[config.mk]
export PLATFORM = sky130hd
export DESIGN_NAME = pu_riscv_multiplier_seq
export DESIGN_NICKNAME = d
export VERILOG_FILES = /design/src/rtl/pu_riscv_multiplier_seq.sv
export SDC_FILE = /design/constraint.sdc
export NUM_CORES = 2
export LEC_CHECK = 0
export CAP_MARGIN = 20
export CORE_MARGIN = 3
export CORE_UTILIZATION = 25
export DETAILED_ROUTE_END_ITERATION = 10
export HOLD_SLACK_MARGIN = 0.08
export PLACE_DENSITY = 0.37
export SETUP_SLACK_MARGIN = 0.05
export SYNTH_ARGS = -nofsm -noshare
export SYNTH_HDL_FRONTEND = slang
export SYNTH_SLANG_ARGS = --single-unit
[constraint.sdc]
create_clock -name clk -period 26 [get_ports clk]
set_clock_uncertainty 0.2 [all_clocks]
set_input_delay 3.9 -clock clk [delete_from_list [all_inputs] [get_ports clk]]
set_output_delay 3.9 -clock clk [all_outputs]
set_load 0.05 [all_outputs]
[src/rtl/pu_riscv_multiplier_seq.sv]
// Iterative RV32M/RV64M multiplier (MUL/MULH/MULHSU/MULHU/MULW).
// Unsigned shift-add on operand magnitudes, RADIX_BITS multiplier bits per cycle, sign fix-up at the end.
module pu_riscv_multiplier_seq #(
  parameter int XLEN       = 64,
  parameter int ILEN       = 32,
  parameter int RADIX_BITS = 2
) (
  input  logic            clk,
  input  logic            rstn,
  input  logic            ex_stall,
  input  logic            id_bubble,
  input  logic [ILEN-1:0] id_instr,
  input  logic [XLEN-1:0] opA,
  input  logic [XLEN-1:0] opB,
  input  logic [1:0]      st_xlen,
  output logic            mul_stall,
  output logic            mul_bubble,
  output logic [XLEN-1:0] mul_r
);

  localparam int CNT_W = $clog2(XLEN / RADIX_BITS + 1);
  localparam logic [CNT_W-1:0] N_XLEN = CNT_W'(XLEN / RADIX_BITS);
  localparam logic [CNT_W-1:0] N_32   = CNT_W'(32 / RADIX_BITS);
  localparam logic [CNT_W-1:0] CNT_LAST = CNT_W'(1);
  localparam logic [6:0] OPC_OP    = 7'b0110011;
  localparam logic [6:0] OPC_OP32  = 7'b0111011;
  localparam logic [6:0] F7_MULDIV = 7'b0000001;

  typedef enum logic [1:0] {IDLE, BUSY, DONE} state_t;

  state_t              state_q, state_d;
  logic [CNT_W-1:0]    cnt_q, cnt_d;
  logic                mul_bubble_q, mul_bubble_d;
  logic [XLEN-1:0]     mul_r_q, mul_r_d;
  logic [2*XLEN-1:0]   acc_q, acc_d;
  logic [2*XLEN-1:0]   mcand_q, mcand_d;
  logic [XLEN-1:0]     mplier_q, mplier_d;
  logic                neg_q, neg_d;
  logic                hi_q, hi_d;
  logic                w32_q, w32_d;

  function automatic logic [XLEN-1:0] zext32(input logic [31:0] v);
    logic [XLEN-1:0] r;
    r       = '0;
    r[31:0] = v;
    return r;
  endfunction

  function automatic logic [XLEN-1:0] sext32(input logic [31:0] v);
    logic signed [31:0] s;
    s = v;
    return XLEN'(s);
  endfunction

  // Magnitude within the effective width; a W-bit most-negative value maps to 2^(W-1).
  function automatic logic [XLEN-1:0] magnitude(input logic [XLEN-1:0] v, input logic neg,
                                                input logic w32);
    logic [XLEN-1:0] n;
    n = neg ? -v : v;
    return w32 ? zext32(n[31:0]) : n;
  endfunction

  function automatic logic [XLEN-1:0] select_result(input logic [2*XLEN-1:0] p, input logic hi,
                                                    input logic w32);
    if (w32) return sext32(hi ? p[63:32] : p[31:0]);
    return hi ? p[2*XLEN-1:XLEN] : p[XLEN-1:0];
  endfunction

  logic [6:0] opcode, funct7;
  logic [2:0] funct3;
  logic       is_op, is_w, issue;
  logic       unused_instr;

  assign opcode       = id_instr[6:0];
  assign funct3       = id_instr[14:12];
  assign funct7       = id_instr[31:25];
  assign unused_instr = ^{id_instr};

  assign is_op = (funct7 == F7_MULDIV) && (opcode == OPC_OP) && !funct3[2];
  assign is_w  = (XLEN == 64) && (funct7 == F7_MULDIV) && (opcode == OPC_OP32) &&
                 (funct3 == 3'b000);
  // Gated by rstn so mul_stall reads as idle while reset is held.
  assign issue = rstn && (state_q == IDLE) && !id_bubble && (is_op || is_w) && !ex_stall;

  logic            w32, sgn_a, sgn_b;
  logic [XLEN-1:0] a_trunc, b_trunc, a_mag, b_mag;

  always_comb begin
    w32     = (XLEN == 32) || is_w || (st_xlen == 2'b01);
    a_trunc = w32 ? zext32(opA[31:0]) : opA;
    b_trunc = w32 ? zext32(opB[31:0]) : opB;
    sgn_a   = (funct3 != 3'b011) && (w32 ? opA[31] : opA[XLEN-1]);
    sgn_b   = !funct3[1] && (w32 ? opB[31] : opB[XLEN-1]);
    a_mag   = magnitude(a_trunc, sgn_a, w32);
    b_mag   = magnitude(b_trunc, sgn_b, w32);
  end

  logic [2*XLEN-1:0] pp, sum, prod_fix;

  always_comb begin
    pp = '0;
    for (int i = 0; i < RADIX_BITS; i++) begin
      if (mplier_q[i]) pp = pp + (mcand_q << i);
    end
    sum      = acc_q + pp;
    prod_fix = neg_q ? -sum : sum;
  end

  always_comb begin
    state_d  = state_q;
    cnt_d    = cnt_q;
    acc_d    = acc_q;
    mcand_d  = mcand_q;
    mplier_d = mplier_q;
    neg_d    = neg_q;
    hi_d     = hi_q;
    w32_d    = w32_q;
    mul_r_d  = mul_r_q;
    unique case (state_q)
      IDLE: begin
        if (issue) begin
          state_d  = BUSY;
          cnt_d    = w32 ? N_32 : N_XLEN;
          acc_d    = '0;
          mcand_d  = {{XLEN{1'b0}}, a_mag};
          mplier_d = b_mag;
          neg_d    = sgn_a ^ sgn_b;
          hi_d     = (funct3 != 3'b000);
          w32_d    = w32;
        end
      end
      BUSY: begin
        cnt_d    = cnt_q - CNT_LAST;
        acc_d    = sum;
        mcand_d  = mcand_q << RADIX_BITS;
        mplier_d = mplier_q >> RADIX_BITS;
        if (cnt_q == CNT_LAST) begin
          state_d = DONE;
          acc_d   = prod_fix;
          mul_r_d = select_result(prod_fix, hi_q, w32_q);
        end
      end
      DONE: begin
        // Same instruction is still on id_instr here, so never issue from DONE.
        if (!ex_stall) state_d = IDLE;
      end
      default: state_d = IDLE;
    endcase
  end

  assign mul_bubble_d = (state_d != DONE);

  always_ff @(posedge clk or negedge rstn) begin
    if (!rstn) begin
      state_q      <= IDLE;
      cnt_q        <= '0;
      mul_bubble_q <= 1'b1;
      mul_r_q      <= '0;
    end else begin
      state_q      <= state_d;
      cnt_q        <= cnt_d;
      mul_bubble_q <= mul_bubble_d;
      mul_r_q      <= mul_r_d;
    end
  end

  always_ff @(posedge clk) begin
    acc_q    <= acc_d;
    mcand_q  <= mcand_d;
    mplier_q <= mplier_d;
    neg_q    <= neg_d;
    hi_q     <= hi_d;
    w32_q    <= w32_d;
  end

  assign mul_stall  = issue || (state_q == BUSY);
  assign mul_bubble = mul_bubble_q;
  assign mul_r      = mul_r_q;

endmodule
* Word-level counts from Yosys, hierarchy flattened
Index checks and enable logic that the tools add are counted.
** Cells by class
- Add/subtract/negate cells :: 6
- Equality and inequality tests :: 10
- Multiplexer cells :: 32
- Bitwise gates (word level) :: 1
- Reductions and logical operators :: 24
** Operators with widths (number)
- $mux W128 :: 6
- $mux W64 :: 10
- $pmux W128 S2 :: 2
- $add A128 B128 Y128 :: 2
- $neg A128 Y128 :: 1
- $neg A64 Y64 :: 2
- $pmux W64 S2 :: 1
- $mux W32 :: 1
- $eq A7 B6 Y1 const B :: 2
- $mux W6 :: 2
- $pmux W6 S2 :: 1
- $logic_and A1 B1 Y1 :: 10
- $eq A7 B1 Y1 const B :: 1
- $eq A6 B1 Y1 const B :: 1
- $mux W2 :: 3
- $pmux W2 S3 :: 1
- $reduce_and A2 Y1 :: 3
- $sub A6 B1 Y6 const B :: 1
- $mux W1 :: 5
- $eq A2 B1 Y1 const B :: 2
- $logic_not A1 Y1 :: 4
- $ne A2 B2 Y1 const B :: 2
- $logic_not A3 Y1 :: 1
- $logic_or A1 B1 Y1 :: 3
- 6 further kinds :: 6
** Word-level totals
- Bits in registers :: 396
- Input bits :: 166
- Output and inout port bits :: 66
- Word-level logic and storage cells :: 83

* Depth between registers and ports, before layout
- Depth after elaboration :: 10
- Mapped depth :: 49
- Mapped depth without buffers :: 35

* Worst setup path after synthesis
OpenSTA, ideal clock, no wires.
- Path type :: input to register
- Start :: input port id_instr[28]
- End :: register acc_q[0], enable pin
- Setup time :: 0.669 ns
- Arrival time :: 11.333 ns
- Data required time :: 25.131 ns
- Path slack :: 13.798 ns
- Stages on the path :: 7
- Path through :: nor4_1 > nand3b_1 > nor4_1 > o211a_1 > clkbuf_1 > nor2_1 > inv_1
** On the way
- Cells in the longest elaborated chain, start to end :: 8
- Elaborated cells on any way between the ends :: 10
** Ends and longest elaborated chain
- from (decl) :: RTL line 12 : input logic [ILEN-1:0] id_instr,
- $eq A7 B1 Y1 * :: RTL line 79, 80
- $logic_and A1 B1 Y1, on equally long branches (2 in a row) :: RTL line 79, 80
- $logic_or A1 B1 Y1 * :: RTL line 83 : assign issue = rstn && (state_q == IDLE) && !id_bubble && (is_op || is_w) && !ex_stall;
- $logic_and A1 B1 Y1 * (2 in a row) :: RTL line 83
- $ne A2 B2 Y1 (no source line) *
- $reduce_and A2 Y1 (no source line) *
- to (signal assigned) :: RTL line 168 : acc_q <= acc_d;
- to (decl) :: RTL line 35 : logic [2*XLEN-1:0] acc_q, acc_d;
Mark *: on every way between the ends. The rest lies on a longest branch, timed or not.
A chain may end at the register's enable or synchronous reset.

* Final worst setup path
- Start :: register mplier_q[0]
- End :: register mul_r_q[62], in the netlist mul_r[62]
** On the way
- Cells in the longest elaborated chain, start to end :: 9
- Elaborated cells on any way between the ends :: 10
** Ends and longest elaborated chain
- from (decl) :: RTL line 37 : logic [XLEN-1:0] mplier_q, mplier_d;
- from (signal assigned) :: RTL line 170 : mplier_q <= mplier_d;
- $mux W128 * :: RTL line 103 : if (mplier_q[i]) pp = pp + (mcand_q << i);
- $add A128 B128 Y128 :: RTL line 103
- $mux W128 * :: RTL line 103
- $add A128 B128 Y128 * :: RTL line 105 : sum = acc_q + pp;
- $neg A128 Y128 :: RTL line 106 : prod_fix = neg_q ? -sum : sum;
- $mux W128 * :: RTL line 106
- $mux W32 :: RTL line 65 : if (w32) return sext32(hi ? p[63:32] : p[31:0]);
- $mux W64 :: RTL line 65
- $mux W64 * :: RTL line 66 : return hi ? p[2*XLEN-1:XLEN] : p[XLEN-1:0];
- to (signal assigned) :: RTL line 163 : mul_r_q <= mul_r_d;
- to (decl) :: RTL line 34 : logic [XLEN-1:0] mul_r_q, mul_r_d;
Mark *: on every way between the ends. The rest lies on a longest branch, timed or not. The select of a mux whose other input is x is not followed.

==> results list <==
- After detailed routing, the number of remaining DRC violations is 0.
- Crit start category: flop
- In this run the power density over the cells is 30.3 nW/µm².
* Most frequent cells in the layout: sky130_fd_sc_hd__nand2_1, sky130_fd_sc_hd__nor2_1, sky130_fd_sc_hd__o21ai_0, sky130_fd_sc_hd__a21oi_1, sky130_fd_sc_hd__edfxtp_1
* Number of synthesized flops with an enable pin: 323
* Tightest Hold Check Type: flop to flop
- First-pass DRT Iterations: 5
- The final count of pins violating max slew was 0.
- In this run the power spent charging and discharging nets is 400 µW.
- RSZ-0062 raised after global routing: no
- Net switching is 24.9% of the power.
* Flip-flop cell with the highest count after synthesis: sky130_fd_sc_hd__edfxtp_1
* HPWL after detailed placement: 171 mm
- The worst path uses 46.5% of the clock period.
- Vias in the first global route: 46.2k
- Root Buffer Master: sky130_fd_sc_hd__clkbuf_16
* Diodes inserted: 0
- Overall global routing resource usage: 21.4%
- Clk_lat worst skew: 710 ps
- After routing the design area is 52,900 µm².
* Syn Std Cell Area: 46,500 µm²
- For the final routed database, the setup TNS stands at 0 ps.
- After detailed routing, the average wire length per cell comes to 24.7 µm.
- Area occupied by multi-input gates: 33,100 µm²
* Max FO, Critical Path: 182
- Across the run, the number of max-cap violations was 0.
- Nets in the synthesized netlist: 6,540
- For this run, the number of Yosys warnings is 0.
- Number of filler cells placed in the layout: 20.1k
* Area of the core region: 184,000 µm²
- The die covers 191,000 µm².
- Count of port buffers added during placement: 216
* Signal arrival time at the worst endpoint: 12,490 ps
- The first global-routing pass estimated 314 mm of wire.
* Time the worst path needs with I/O delays and setup: 12,080 ps
* Area delta synth->final: 13.8%
* Aggregate global routing overflow: 0
* Die W: 437 µm
* Most frequent cell on the critical path: sky130_fd_sc_hd__nand2_1
* Outcome: completed
- Antenna violations before repair: 2
* Critical path capture point type: flop
- Counting distinct cell types in the post-synthesis netlist gives 100.
- At the pin with the least slew margin, the transition time is 1300 ps.
* Start-to-end type of the worst setup path: flop to flop
* 1st-iter DRT viols: 3,910
- Per report_power, the combinational group accounts for 5.9% of the total.
* Cell Rows: 157
- For the worst setup path, the data required time is 26,410 ps.
* Number of standard cells after synthesis: 6,160
- Count of clock tree sinks: 396
- 232 I/O pins were placed.
- Die H: 437 µm
* Post-Place Cell Area: 51,000 µm²
- After detailed routing, the total wire length is 214 mm.
* Proportion of synthesized chip area in sequential cells: 24.8%
- Part of the total power dissipated in sequential elements: 42.8%
- The initial utilization of the core area, before any placement, comes to 25.3%.
* Relative slew margins: 13.1%
* Final Util: 28.8%
- At the end of routability-driven placement, the weighted congestion stood at 0.945.
* Cell-internal power: 1.21 mW
- Clock-pin transition on the worst setup and hold timing paths: 60 ps
- Buffers inserted by post-CTS timing repair: 0
- The slowest stage of the critical path is the sky130_fd_sc_hd__nor4b_1 cell.
* Via count: 47.6k
- The final layout contains 6,512 nets.
* Mean instance size in the synthesized netlist: 7.55 µm²
* Largest incremental delay on the critical path: 780 ps
- Of the cells placed in the final design, the portion with a size suffix greater than 1 is 5.79%.
- In this run, synthesis produced a sequential element count of 396.
- Counting the buffers created by CTS gives 57.
- Entering global routing, the biggest net connects 202 pins.
- TritonCTS built the clock tree.
- Hold_ws: 274 ps
* Final hold viol count: 0
- The analysis attributes to cell leakage a power of 19.6 nW.
- Setup violations remaining at the end of the flow were counted as 0.
- The clock passes through at most 3 buffers.
- Of all flip-flops after synthesis, the portion carrying an async set or reset was 18.4%.
- Once the clock tree was built, the resizer swapped 0 gates to a different size.
- In this run, the clock network consumes 51.4% of the power.
- Residual antenna-violating net count after detailed routing: 0
- Level count of the clock H-tree: 2
- Maximum VDD drop: 0.0000502 V
- Leading cell type in the layout, fill and taps excluded: sky130_fd_sc_hd__nand2_1
- Via-to-Cell Ratio: 5.51
- Sequential standard cell area: 11,500 µm²
- Hold_buf cts: 0
- Based on the critical path, the design can be clocked at up to 0.0828 GHz.
==> path summary, 6_finish.rpt <==
kind,start,cells after the start,endpoint,slack (ps)
setup / recovery,mplier_q[0],31,mul_r[62],13920
hold / removal,mul_r[10],1,mul_r[10],270
setup reg to reg,mplier_q[0],31,mul_r[62],13920
hold reg to reg,mul_r[10],1,mul_r[10],270
max in group asynchronous,rstn,2,mul_r[9],21580
min in group asynchronous,rstn,1,cnt_q[0],2810
==> cell families (layout without fill, tap and decap cells) <==
group	count (synthesis)	count (layout)	share of synthesized area (%)
xor+xnor	552	552	10.4
flops	396	396	24.8
fa+ha+maj	215	215	5.81
simple gates	2424	2424	25.8
compound gates	1976	1976	27.0
buf+inv	508	529	4.11
mux	89	89	2.08
==> stage by stage <==
stage / setup slack (ps) / std cells / power [mW]
finish: 13920 / 8645 / 1.61
global route: 13100 / 8645 / 1.67
CTS: 13900 / 8644 / 1.63
detailed placement: 13940 / 8536 / 0.796
global placement: 13930 / 8535 / 0.795
floorplan: 13800 / 6160 / 0.746
==> layout make-up <==
type,instances,share of cell area [%]
clock buffer,75,3.00
clock inverter,33,0.638
inverter,124,0.893
multi-input combinational,5256,62.6
sequential,396,21.8
tap,2464,5.82
timing repair buffer,297,5.27
==> synthesized netlist by cell type (51+ instances only) <==
master,count,area [µm²]
sky130_fd_sc_hd__a21o_1,134,1010
sky130_fd_sc_hd__a21oi_1,520,2600
sky130_fd_sc_hd__and2_1,172,1080
sky130_fd_sc_hd__clkbuf_1,359,1350
sky130_fd_sc_hd__dfrtp_1,72,1800
sky130_fd_sc_hd__edfxtp_1,323,9700
sky130_fd_sc_hd__ha_1,212,2650
sky130_fd_sc_hd__inv_1,123,462
sky130_fd_sc_hd__mux2_2,63,709
sky130_fd_sc_hd__nand2_1,731,2740
sky130_fd_sc_hd__nand2b_1,56,350
sky130_fd_sc_hd__nand3_1,107,536
sky130_fd_sc_hd__nand4_1,119,744
sky130_fd_sc_hd__nor2_1,584,2190
sky130_fd_sc_hd__nor2b_1,66,413
sky130_fd_sc_hd__nor3_1,157,786
sky130_fd_sc_hd__nor4_1,73,457
sky130_fd_sc_hd__o21a_1,67,503
sky130_fd_sc_hd__o21ai_0,565,2830
sky130_fd_sc_hd__o21bai_1,52,390
sky130_fd_sc_hd__o31ai_1,65,488
sky130_fd_sc_hd__or2_2,51,319
sky130_fd_sc_hd__or3_1,92,576
sky130_fd_sc_hd__xnor2_1,292,2560
sky130_fd_sc_hd__xor2_1,260,2280
==> critical path: cells and delay by family (launching register included) <==
family                     cells  cell delay [ps]
muxes                          1              250
DFF                            1              320
buffers and inverters          2              890
xor gates and xnor gates       2              390
and+or+nand+nor               13             4830
AOI/OAI and AO/OA             12             4410
adders and majority gates      1              590
==> metal layers <==
metal	GRT usage (%)	vias up	share of wire [%]
met5	0	-	0
met4	7.47	0	3.8
met3	2.08	229	4.2
met2	36.1	1218	47
met1	28.4	23500	45
li1	-	22700	-
==> registers in the layout, indices dropped and copies added, names as in the netlist <==
name / flops
mcand_q: 128
mul_bubble: 1
w32_q: 1
acc_q: 128
state_q: 2
mul_r: 64
mplier_q: 64
cnt_q: 6
hi_q: 1
neg_q: 1
==> power by group through the flow <==
| stage | Combinational [mW] | Clock (mW) | Sequential, mW |
|---|---|---|---|
| floorplan | 0.0462 | 0 | 0.699 |
| global placement | 0.0955 | 0 | 0.699 |
| detailed placement | 0.0962 | 0 | 0.699 |
| CTS | 0.0963 | 0.851 | 0.686 |
| global route | 0.106 | 0.875 | 0.686 |
| finish | 0.0945 | 0.825 | 0.686 |
Power figures use the tool's default switching activity.
